### config.mk
export PLATFORM = sky130hd
export DESIGN_NAME = sdf_bitrev_reorder_flat
export DESIGN_NICKNAME = d
export VERILOG_FILES = /design/src/rtl/sdf_bitrev_reorder_if.sv /design/src/rtl/sdf_bitrev_reorder.sv /design/src/flat_wrapper.sv
export SDC_FILE = /design/constraint.sdc
export NUM_CORES = 1
export LEC_CHECK = 0
export CAP_MARGIN = 20
export CORE_ASPECT_RATIO = 1.5
export CORE_MARGIN = 2
export CORE_UTILIZATION = 51
export CTS_CLUSTER_SIZE = 28
export DETAILED_ROUTE_END_ITERATION = 8
export GPL_ROUTABILITY_DRIVEN = 0
export PLACE_DENSITY = 0.74
export SYNTH_ARGS = -nofsm -noshare
export SYNTH_HDL_FRONTEND = slang
export SYNTH_SLANG_ARGS = --single-unit
### constraint.sdc
create_clock -name clk -period 2.8 [get_ports clk]
set_clock_uncertainty 0.05 [all_clocks]
set_input_delay 0.28 -clock clk [delete_from_list [all_inputs] [get_ports clk]]
set_output_delay 0.28 -clock clk [all_outputs]
set_load 0.01 [all_outputs]
### src/rtl/sdf_bitrev_reorder_if.sv
// Purpose: handshake/data bundle between the last SDF stage and the
//          bit-reversal reorder buffer (input stream) and its consumer
//          (natural-order output stream).
// Signals:
//   enable_in             sample valid on in_re/in_im (bit-reversed order)
//   in_re, in_im          input sample, WIDTH-bit two's complement
//   enable_out            out_re/out_im/out_index valid
//   out_re, out_im        output sample, natural order
//   out_index             frequency bin of the current output
//   out_last              high with bin N-1 of each frame
// Modports: master = sample producer / result consumer, slave = reorder buffer.
interface sdf_bitrev_reorder_if #(
  parameter int WIDTH = 8,
  parameter int LOG2N = 4
);
  logic             enable_in;
  logic [WIDTH-1:0] in_re;
  logic [WIDTH-1:0] in_im;
  logic             enable_out;
  logic [WIDTH-1:0] out_re;
  logic [WIDTH-1:0] out_im;
  logic [LOG2N-1:0] out_index;
  logic             out_last;

  modport master (
    output enable_in, in_re, in_im,
    input  enable_out, out_re, out_im, out_index, out_last
  );

  modport slave (
    input  enable_in, in_re, in_im,
    output enable_out, out_re, out_im, out_index, out_last
  );
endinterface

### src/rtl/sdf_bitrev_reorder.sv
// Purpose: output reorder buffer for the radix-2^2 SDF FFT. Collects an
//          N-point frame arriving in bit-reversed order and streams it out
//          in natural order. Two banks of N complex words let one frame be
//          written while the previous one is read, so back-to-back frames
//          run at one sample per cycle with no bubble.
// Ports:
//   clk     rising-edge clock
//   rst_n   asynchronous active-low reset
//   bus     sdf_bitrev_reorder_if.slave (input stream in, reordered stream out)
//
// state  | meaning
// IDLE   | no completed frame pending, outputs hold, enable_out low
// STREAM | emitting bins 0..N-1 of rd_bank, one per cycle
module sdf_bitrev_reorder #(
  parameter int WIDTH = 8,
  parameter int N     = 16,
  parameter int LOG2N = 4
) (
  input  logic                  clk,
  input  logic                  rst_n,
  sdf_bitrev_reorder_if.slave   bus
);

  localparam logic [LOG2N-1:0] LAST = LOG2N'(N - 1);

  typedef enum logic {IDLE, STREAM} state_t;

  function automatic logic [LOG2N-1:0] bitrev(input logic [LOG2N-1:0] k);
    logic [LOG2N-1:0] r;
    for (int i = 0; i < LOG2N; i++) r[i] = k[LOG2N-1-i];
    return r;
  endfunction

  // Storage: address = {bank, index}; contents intentionally not reset.
  logic [2*WIDTH-1:0] r_mem [0:2*N-1];

  logic [LOG2N-1:0]   r_wr_cnt;
  logic               r_wr_bank;
  logic [LOG2N-1:0]   r_rd_cnt;
  logic               r_rd_bank;
  state_t             r_state;

  logic               r_enable_out;
  logic [WIDTH-1:0]   r_out_re;
  logic [WIDTH-1:0]   r_out_im;
  logic [LOG2N-1:0]   r_out_index;
  logic               r_out_last;

  logic               w_frame_done;
  logic [LOG2N:0]     w_wr_addr;
  logic [LOG2N:0]     w_rd_addr;
  logic [2*WIDTH-1:0] w_rd_word;

  // Frame completes on the edge that writes the last sample.
  assign w_frame_done = bus.enable_in && (r_wr_cnt == LAST);
  assign w_wr_addr    = {r_wr_bank, bitrev(r_wr_cnt)};
  assign w_rd_addr    = {r_rd_bank, r_rd_cnt};
  assign w_rd_word    = r_mem[w_rd_addr];

  always_ff @(posedge clk) begin
    if (bus.enable_in) r_mem[w_wr_addr] <= {bus.in_re, bus.in_im};
  end

  // Write side: counter holds through input gaps.
  always_ff @(posedge clk or negedge rst_n) begin
    if (!rst_n) begin
      r_wr_cnt  <= '0;
      r_wr_bank <= 1'b0;
    end else if (bus.enable_in) begin
      r_wr_cnt <= r_wr_cnt + 1'b1;
      if (r_wr_cnt == LAST) r_wr_bank <= ~r_wr_bank;
    end
  end

  // Read FSM with registered outputs. The bank just completed is r_wr_bank
  // in the frame_done cycle (it toggles on the same edge), so capture it here.
  always_ff @(posedge clk or negedge rst_n) begin
    if (!rst_n) begin
      r_state      <= IDLE;
      r_rd_cnt     <= '0;
      r_rd_bank    <= 1'b0;
      r_enable_out <= 1'b0;
      r_out_re     <= '0;
      r_out_im     <= '0;
      r_out_index  <= '0;
      r_out_last   <= 1'b0;
    end else begin
      r_enable_out <= 1'b0;
      r_out_last   <= 1'b0;
      case (r_state)
        IDLE: begin
          if (w_frame_done) begin
            r_state   <= STREAM;
            r_rd_bank <= r_wr_bank;
            r_rd_cnt  <= '0;
          end
        end
        STREAM: begin
          r_enable_out <= 1'b1;
          r_out_re     <= w_rd_word[2*WIDTH-1:WIDTH];
          r_out_im     <= w_rd_word[WIDTH-1:0];
          r_out_index  <= r_rd_cnt;
          r_rd_cnt     <= r_rd_cnt + 1'b1;
          if (r_rd_cnt == LAST) begin
            r_out_last <= 1'b1;
            r_rd_cnt   <= '0;
            if (w_frame_done) begin
              // back-to-back frame: swap banks without a bubble
              r_rd_bank <= r_wr_bank;
            end else begin
              r_state <= IDLE;
            end
          end
        end
        default: r_state <= IDLE;
      endcase
    end
  end

  assign bus.enable_out = r_enable_out;
  assign bus.out_re     = r_out_re;
  assign bus.out_im     = r_out_im;
  assign bus.out_index  = r_out_index;
  assign bus.out_last   = r_out_last;

endmodule

### src/flat_wrapper.sv
// flat-port wrapper written by rule: the top's interface ports become plain ports
module sdf_bitrev_reorder_flat 
#(
  parameter int WIDTH = 8,
  parameter int N     = 16,
  parameter int LOG2N = 4
)
  (clk, rst_n, bus_enable_in, bus_in_re, bus_in_im, bus_enable_out, bus_out_re, bus_out_im, bus_out_index, bus_out_last);
  sdf_bitrev_reorder_if #(.WIDTH(WIDTH), .LOG2N(LOG2N)) bus_i ();
  input  logic clk;
  input  logic rst_n;
  input wire logic [$bits(bus_i.enable_in)-1:0] bus_enable_in;
  input wire logic [$bits(bus_i.in_re)-1:0] bus_in_re;
  input wire logic [$bits(bus_i.in_im)-1:0] bus_in_im;
  output wire logic [$bits(bus_i.enable_out)-1:0] bus_enable_out;
  output wire logic [$bits(bus_i.out_re)-1:0] bus_out_re;
  output wire logic [$bits(bus_i.out_im)-1:0] bus_out_im;
  output wire logic [$bits(bus_i.out_index)-1:0] bus_out_index;
  output wire logic [$bits(bus_i.out_last)-1:0] bus_out_last;
  assign bus_i.enable_in = bus_enable_in;
  assign bus_i.in_re = bus_in_re;
  assign bus_i.in_im = bus_in_im;
  assign bus_enable_out = bus_i.enable_out;
  assign bus_out_re = bus_i.out_re;
  assign bus_out_im = bus_i.out_im;
  assign bus_out_index = bus_i.out_index;
  assign bus_out_last = bus_i.out_last;
  sdf_bitrev_reorder #(.WIDTH(WIDTH), .N(N), .LOG2N(LOG2N)) u_core (.clk(clk), .rst_n(rst_n), .bus(bus_i));
endmodule
* Word-level counts from Yosys, hierarchy flattened
Memories as Yosys holds them, arrays and structs flattened. A register that Yosys moved wholly into a read port is not among the register bits.
Index checks and enable logic that the tools add are counted.
** Storage, ports and cells
- Register bits :: 17
- Bits in writable memories :: 512
- Bits of input ports :: 19
- Output and inout port bits :: 22
- Logic and storage cells :: 34
- Memories :: 1
** Memories
- u_core.r_mem :: words 32, bits a word 16, read ports 1, clocked after Yosys merged registers in 1, wr ports 1, RTL line sdf_bitrev_reorder.sv:35 : logic [2*WIDTH-1:0] r_mem [0:2*N-1];
** Operators by class
- $add $sub $neg :: 2
- Eq/ne operators :: 4
- Mux-type cells :: 14
- Bitwise gates (word level) :: 2
- Reduce and logical (&&, ||, !) cells :: 3
** Operators with widths (number)
- 1-bit 2-to-1 mux :: 9
- 4-bit by 1-bit adder with 4-bit output, second input constant :: 2
- 4-bit equality test, second input constant :: 2
- 4-bit 2-to-1 mux :: 2
- 4-bit case mux with 2 select lines :: 1
- 1-bit case mux with 2 select lines :: 2
- 2-bit by 1-bit inequality test with 1-bit output, second input constant :: 1
- 2-bit inequality test, second input constant :: 1
- 1-bit NOT :: 2
- 2-bit AND reduction :: 1
- 1-bit logical AND :: 1
- 1-bit zero test :: 1

* Depth between registers and ports, before layout
- Word-level depth :: 5
- Mapped depth :: 8

* Worst setup path after synthesis
Ideal clock, no wire load.
- Path kind :: input -> register
- From :: in bus_enable_in
- To :: mem u_core.r_mem[28][0] (netlist name), enable pin
- Setup time :: 388 ps
- Arrival :: 1892 ps
- Path slack :: 470 ps
- Cell stages on the path :: 4
- Path buffers :: 2
- Path through :: clkbuf_1 > or3b_2 > clkbuf_1 > nor2_1
** Between the ends
- Word-level cells in the longest chain between the ends :: 2
** Ends and longest elaborated chain
- from (decl) :: RTL line flat_wrapper.sv:12 : input wire logic [$bits(bus_i.enable_in)-1:0] bus_enable_in;
- 1-bit 2-to-1 mux :: RTL line sdf_bitrev_reorder.sv:61 : if (bus.enable_in) r_mem[w_wr_addr] <= {bus.in_re, bus.in_im};
- 1-bit 2-to-1 mux (implied by the code) :: RTL line sdf_bitrev_reorder.sv:61
- to (decl) :: RTL line sdf_bitrev_reorder.sv:35
Every way passes these cells.

==> metrics <==
outcome=finished, final reports clean; Reg2Reg Setup Slack=0.34 ns; Async S/R FF share, synth=6.06%; critical setup path kind=flop to flop; TritonCTS clock tree=done; worst setup margin=between 0.3 and 0.4 ns; final setup TNS=0 ns; Hold Crit Class=primary input to async pin; # Post-CTS Setup Buffers=0; EDFF count, synth=between 500 and 600; WP data arrival=2.86 ns; Most common cell on crit path=buf_4; sequential fraction of design power=a little over two fifths; max-slew violations=0; Synth Net Count=between 1k and 1.5k; post-DR vias/cell=5.93; Final min period=2.46 ns; WL/cell=around 26 um; final wirelength=approximately 50000 um; CTS HTree Levels=2; Fin. Hold Viols=0; Cell Pwr Density=slightly below 1000 mW/mm^2; synth unique cells=33; Initial Util=~50%; Sw Share=~31%; Yosys reg bits=545; Post-synth top flop=edfxtp_1; die outline width=~170 um; Comb power frac=29.8%; layout cells sized above 1=around 14%; Fillers=~3.0k; Worst-Skew Late Latency=0.57 ns; row cnt=between 90 and 100; Psw=about 7300 uW; worst path required time=~3.2 ns; RSZ-0062 raised after global routing=false; Int Pwr=16100 uW; GRT overflow=0; P&R area growth vs syn=13.1%; total number of vias=around 11k; Clock Tree Buf Depth=3; max_slew headroom=a little under half; Seq/Total Area, Yosys=75.6%; area of the mapped netlist=roughly 0.021 mm^2; post-synthesis instance total=about 1.2k; # setup viols final=0; CP peak stage delay=about 0.58 ns; 1st-pass router iterations=6; Clock power frac=a little over a quarter; LEAKAGE=between 0.008 and 0.009 uW; Max IR drop VDD=about 0.00066 V; core area=around 0.042 mm^2; CTS root buf=clkbuf_16; crit-path max FO=23; CP cell instances=and2_4 > buf_4 > a22oi_1 > a21oi_1 > nor4_1 > buf_4 > mux2_2; worst slack, placed=between 0.3 and 0.4 ns; nets=approximately 1.3k; vias in the first global route=between 10k and 15k; Ys Warns=0; Slew @ Worst Pin=0.817 ns; Avg Inst Size Synth=around 18 um^2; Max Cap Viol=0; number of CTS-inserted buffers=46; crit start category=flop; kind of end point of the critical path=flop; Sink Count=between 500 and 600; DIE AREA=0.0437 mm^2; Worst-path clk slew=around 0.070 ns; hold_buf cts=1; DRC viols=0; HPWL reported at the end of detailed placement=between 20000 and 30000 um; Final period util=~88%; DRT antenna net count=0; pin count of the biggest net entering global routing=65; Total GRT Usage=23.2%; first-pass GRT wire length=about 73000 um; DRT iter0 DRCs=1279; Port-buffer cells=40; post-CTS sizing=0; I/O pin cnt=41; FMAX=about 410 MHz; initial antenna violation count=0; Crit-path slowest cell=dfrtp_1; Die Y=between 200 and 300 um
-- state kept, by name, indices dropped and copies added, names as in the netlist --
signal and flops:
u_core.bus.enable_out 1, u_core.r_rd_cnt 4, u_core.bus.out_re 8, u_core.bus.out_index 4, u_core.r_state 1, u_core.r_wr_bank 1
u_core.bus.out_im 8, u_core.bus.out_last 1, u_core.r_wr_cnt 4, u_core.r_rd_bank 1, u_core.r_mem 512
-- cell type report --
class / instances / area, um^2 / share of cell area [%]
sequential: 545 / 16200 / 66.8
multi-input combinational: 568 / 4640 / 19.1
clock buffer: 64 / 1260 / 5.20
timing repair buffer: 133 / 1250 / 5.14
tap: 564 / 706 / 2.91
clock inverter: 21 / 181 / 0.748
inverter: 1 / 3.75 / 0.0155
antenna: 1 / 2.50 / 0.0103
-- power groups by stage --
stage | sequential, uW | clock (uW) | combinational [uW]
after floorplan | 10100 | 0 | 4910
after global placement | 10300 | 0 | 6800
after detailed placement | 10300 | 0 | 6940
after CTS | 10200 | 6250 | 6950
after global routing | 10200 | 6560 | 7330
final | 10200 | 6200 | 6940
-- cell usage after synthesis, types with 3 or more instances --
cell type | instances | area share [%]
nand3b_1 | 5 | 0.18
or3b_2 | 3 | 0.12
nor4_1 | 16 | 0.47
clkbuf_1 | 16 | 0.28
dfrtp_1 | 33 | 3.9
edfxtp_1 | 512 | 72
nand2_1 | 11 | 0.19
buf_2 | 18 | 0.42
xnor2_1 | 3 | 0.12
nor2_1 | 35 | 0.61
clkbuf_4 | 6 | 0.21
buf_4 | 11 | 0.39
nand3_1 | 4 | 0.093
a22oi_1 | 128 | 4.5
buf_12 | 10 | 0.93
o21ai_0 | 5 | 0.12
mux2_2 | 22 | 1.2
mux2i_1 | 256 | 12
a21oi_1 | 65 | 1.5
buf_6 | 11 | 0.58
-- layer usage --
metal  wire, um  track usage (%)  part of all wire (%)
met4       2810             12.8                   5.7
met2      25400             40.0                    51
met3       3010             3.31                   6.1
met1      18300             28.0                    37
met5          0                0                     0
-- path summary, 6_finish.rpt --
check / start / endpoint / cells after the start
min in group clk: u_core.bus.out_index[1] / u_core.bus.out_index[1] / 1
min: rst_n / u_core.r_wr_cnt[3] / 2
max reg2reg: u_core.r_rd_cnt[2] / u_core.bus.out_im[5] / 7
min reg2reg: u_core.bus.out_index[1] / u_core.bus.out_index[1] / 1
max in group asynchronous: rst_n / u_core.bus.out_re[0] / 3
max: u_core.r_rd_cnt[2] / u_core.bus.out_im[5] / 7
-- cell usage in the layout (no fill, tap or decap), types with 2 or more instances in the layout --
cell and count:
buf_4 80, a22oi_1 128, a21oi_1 65, clkinvlp_4 2, o21ai_0 5, clkbuf_1 15
nor4_1 16, or3b_2 3, nor2b_4 2, clkinv_1 9, nand3_1 4, nand2b_1 2
nand3b_1 5, clkbuf_16 47, clkdlybuf4s50_1 39, dfrtp_1 32, clkbuf_8 2, xor2_1 2
mux2_2 22, clkinv_2 5, nand2_1 11, xnor2_1 3, bufinv_16 3, nor2_1 35
nand4_1 2, inv_6 2, mux2i_1 256, edfxtp_1 512, ha_1 2, buf_12 12
-- logic make-up after synthesis --
| group | Yosys count | share of synthesized area [%] |
|---|---|---|
| AO/OA/AOI/OAI | 198 | 6.12 |
| flip-flops | 545 | 75.6 |
| AND/OR/NAND/NOR | 85 | 2.01 |
| multiplexers | 278 | 13.1 |
| adder cells (fa/ha/maj) | 2 | 0.117 |
| XOR/XNOR | 5 | 0.204 |
| buffers and inverters | 75 | 2.87 |
-- stage by stage --
| stage | util (%) | power (uW) | instance area (um^2) | hold WS (ns) | std cells |
|---|---|---|---|---|---|
| 2_1_floorplan | - | 15000 | 21400 | -0.0656 | 1188 |
| 3_3_place_gp | 54.5 | 17100 | 22800 | 0.300 | 1810 |
| 3_5_place_dp | 54.5 | 17300 | 22800 | 0.310 | 1810 |
| 4_1_cts | 58.0 | 23400 | 24200 | 0.247 | 1896 |
| 5_1_grt | 58.0 | 24100 | 24200 | 0.286 | 1896 |
| 6_report | 58.0 | 23300 | 24200 | 0.246 | 1897 |
-- worst max-delay path, delay by kind of cell (launching register included) --
family          cells  cell delay, ns
mux                 1            0.25
simple gates        2            0.55
buf+inv             2            0.44
compound gates      2            0.49
flops               1            0.58
Note: power is estimated with default switching activity, not from simulation.
==> edit (same flow settings) <==
`WIDTH` is set to 8 in 3 places; all go to 10.
--- a/src/rtl/sdf_bitrev_reorder_if.sv
+++ b/src/rtl/sdf_bitrev_reorder_if.sv
@@ -10,7 +10,7 @@
 //   out_last              high with bin N-1 of each frame
 // Modports: master = sample producer / result consumer, slave = reorder buffer.
 interface sdf_bitrev_reorder_if #(
-  parameter int WIDTH = 8,
+  parameter int WIDTH = 10,
   parameter int LOG2N = 4
 );
   logic             enable_in;
--- a/src/rtl/sdf_bitrev_reorder.sv
+++ b/src/rtl/sdf_bitrev_reorder.sv
@@ -12,7 +12,7 @@
 // IDLE   | no completed frame pending, outputs hold, enable_out low
 // STREAM | emitting bins 0..N-1 of rd_bank, one per cycle
 module sdf_bitrev_reorder #(
-  parameter int WIDTH = 8,
+  parameter int WIDTH = 10,
   parameter int N     = 16,
   parameter int LOG2N = 4
 ) (
--- a/src/flat_wrapper.sv
+++ b/src/flat_wrapper.sv
@@ -1,7 +1,7 @@
 // flat-port wrapper written by rule: the top's interface ports become plain ports
 module sdf_bitrev_reorder_flat 
 #(
-  parameter int WIDTH = 8,
+  parameter int WIDTH = 10,
   parameter int N     = 16,
   parameter int LOG2N = 4
 )
Ports: changed (resized bus_in_im, bus_in_re, bus_out_im and bus_out_re); port bits go from 41 to 49. No check against the original RTL was run, so the function may have changed too.
==> edit against the original RTL <==
- non-clock buffer count grew 34
- wire length grew 28%
- sequential cell count is 132 higher
- power rose by 27%
- setup slack worse by 240 ps
- critical path depth stayed put
- synthesized area is 23% higher
- final area rose by 25%
- critical path type unchanged
==> edit: results <==
{
  "synth_cell_types": 33,
  "cts_buffers": 55,
  "nets": 1615,
  "drtIter0Drc": 1603,
  "power.leakage_nw": 10.3,
  "synth_area_leaders": "edfxtp_1 (73%), mux2i_1 (12%), a22oi_1 (4.6%), dfrtp_1 (3.5%), a21oi_1 (1.5%)",
  "grt_max_degree": 46,
  "yosysSeqAreaShare": 0.764,
  "largest_reg_flops": 640,
  "antenna_found_initial": 1,
  "grt_pass1_wl_um": 92700,
  "min_path_type": "in -> async",
  "cpMaxStageDelayCell": "nor4_1",
  "p_int_mw": 20.3,
  "clk_latency_ps": 600,
  "ir_drop_uv": 766,
  "dp_hpwl_um": 39600,
  "async_reset_ff_frac": 0.0547,
  "wl_per_cell_um": 27.4,
  "port_buffers": 48,
  "netlist_top_cells_count": "edfxtp_1 (640), mux2i_1 (320), a22oi_1 (160)",
  "clk_pin_slew_worst_paths_ps": 70,
  "viasPerCell": 6.08,
  "fin_setup_tns_ps": 0,
  "drive_gt1_frac": 0.169,
  "status": "complete, no violations",
  "cts-root-buf": "clkbuf_16",
  "cp_max_fo": 27,
  "first_global_vias": 14400,
  "synth_warnings": 0,
  "clock_path_buffers": 3,
  "cts_resized": 0,
  "top_register": "u_core.r_mem",
  "tightest_slew_ps": 783,
  "syn-num-nets": 1481,
  "dpl_worst_slack_ps": 216,
  "worst_path_largest_cell_delay_ps": 590,
  "arrival_ps": 3190,
  "synth_top_area_share": 0.729,
  "firstDrtPassIters": 5,
  "cp_top_family": "compound AO/OA/AOI/OAI gates",
  "globalRouteTotalUtil": 0.239,
  "synth-edff-count": 640
}
## edit: changes by cell type after synthesis, sizes merged
cell / delta
clkbuf: +8
mux2i: +64
a22oi: +32
mux2: +4
a21oi: +16
edfxtp: +128
buf: +8
dfrtp: +4
nor4: +4
## edit: worst paths after layout
kind / startpoint / end / slack (ps) / depth (start not counted)
max: u_core.r_rd_cnt[0] / u_core.bus.out_re[5] / 100 / 7
min: rst_n / u_core.bus.out_re[7] / 130 / 2
max reg2reg: u_core.r_rd_cnt[0] / u_core.bus.out_re[5] / 100 / 7
min reg2reg: u_core.bus.out_im[6] / u_core.bus.out_im[6] / 460 / 1
max in group asynchronous: rst_n / u_core.r_wr_bank / 1860 / 4
min in group clk: bus_enable_in / u_core.r_wr_cnt[0] / 460 / 2
## edit: what timing repair did
item | CTS | global route
hold buffers | 1 | 0
hold endpoints to repair | 30 | 0
buffers inserted | 0 | 0
## edit: power groups by stage
stage	registers, mW	clock network (mW)	logic, mW
2_1_floorplan	12.6	0	5.71
3_3_place_gp	12.7	0	8.83
3_5_place_dp	12.7	0	8.99
4_1_cts	12.5	7.99	9.04
5_1_grt	12.6	8.36	9.56
6_report	12.5	7.90	9.06
## edit: layout make-up
class / instances / area (um2)
multi-input cells: 688 / 5750
diodes: 2 / 5.00
inverters: 1 / 3.75
clock inverters: 43 / 453
fillers: 3663 / 21100
flip-flops and latches: 677 / 20100
clock buffers: 60 / 1400
well taps: 676 / 846
repair buffers: 167 / 1710
## edit: kinds of logic after synthesis
group                    count (synthesis)  share of synthesized area
flip-flops                             677                      0.764
multiplexers                           346                      0.133
AO/OA/AOI/OAI                          246                     0.0619
buffers and inverters                   91                     0.0221
AND/OR/NAND/NOR                         89                     0.0172
XOR/XNOR                                 5                    0.00166
adder cells (fa/ha/maj)                  2                   0.000949
## edit: per-stage QoR
step                      cells  cell area, um2  utilization
after floorplan            1456           26400            -
after global placement     2207           28400        0.553
after detailed placement   2207           28400        0.553
after CTS                  2311           30300        0.589
after global routing       2313           30300        0.589
final                      2314           30300        0.589
## edit: worst reg2reg max path, delay by kind of cell (launching register included)
family                 cells  cell delay [ps]
AO/OA/AOI/OAI              2              640
multiplexers               2              390
flip-flops                 1              470
AND/OR/NAND/NOR            1              590
buffers and inverters      2              510
## edit: layer usage
layer,global-route usage,share of wire,up-vias
met1,0.292,0.36,7136
li1,-,-,6093
met2,0.418,0.51,691
met4,0.126,0.054,0
met5,0,0,-
met3,0.0310,0.070,149
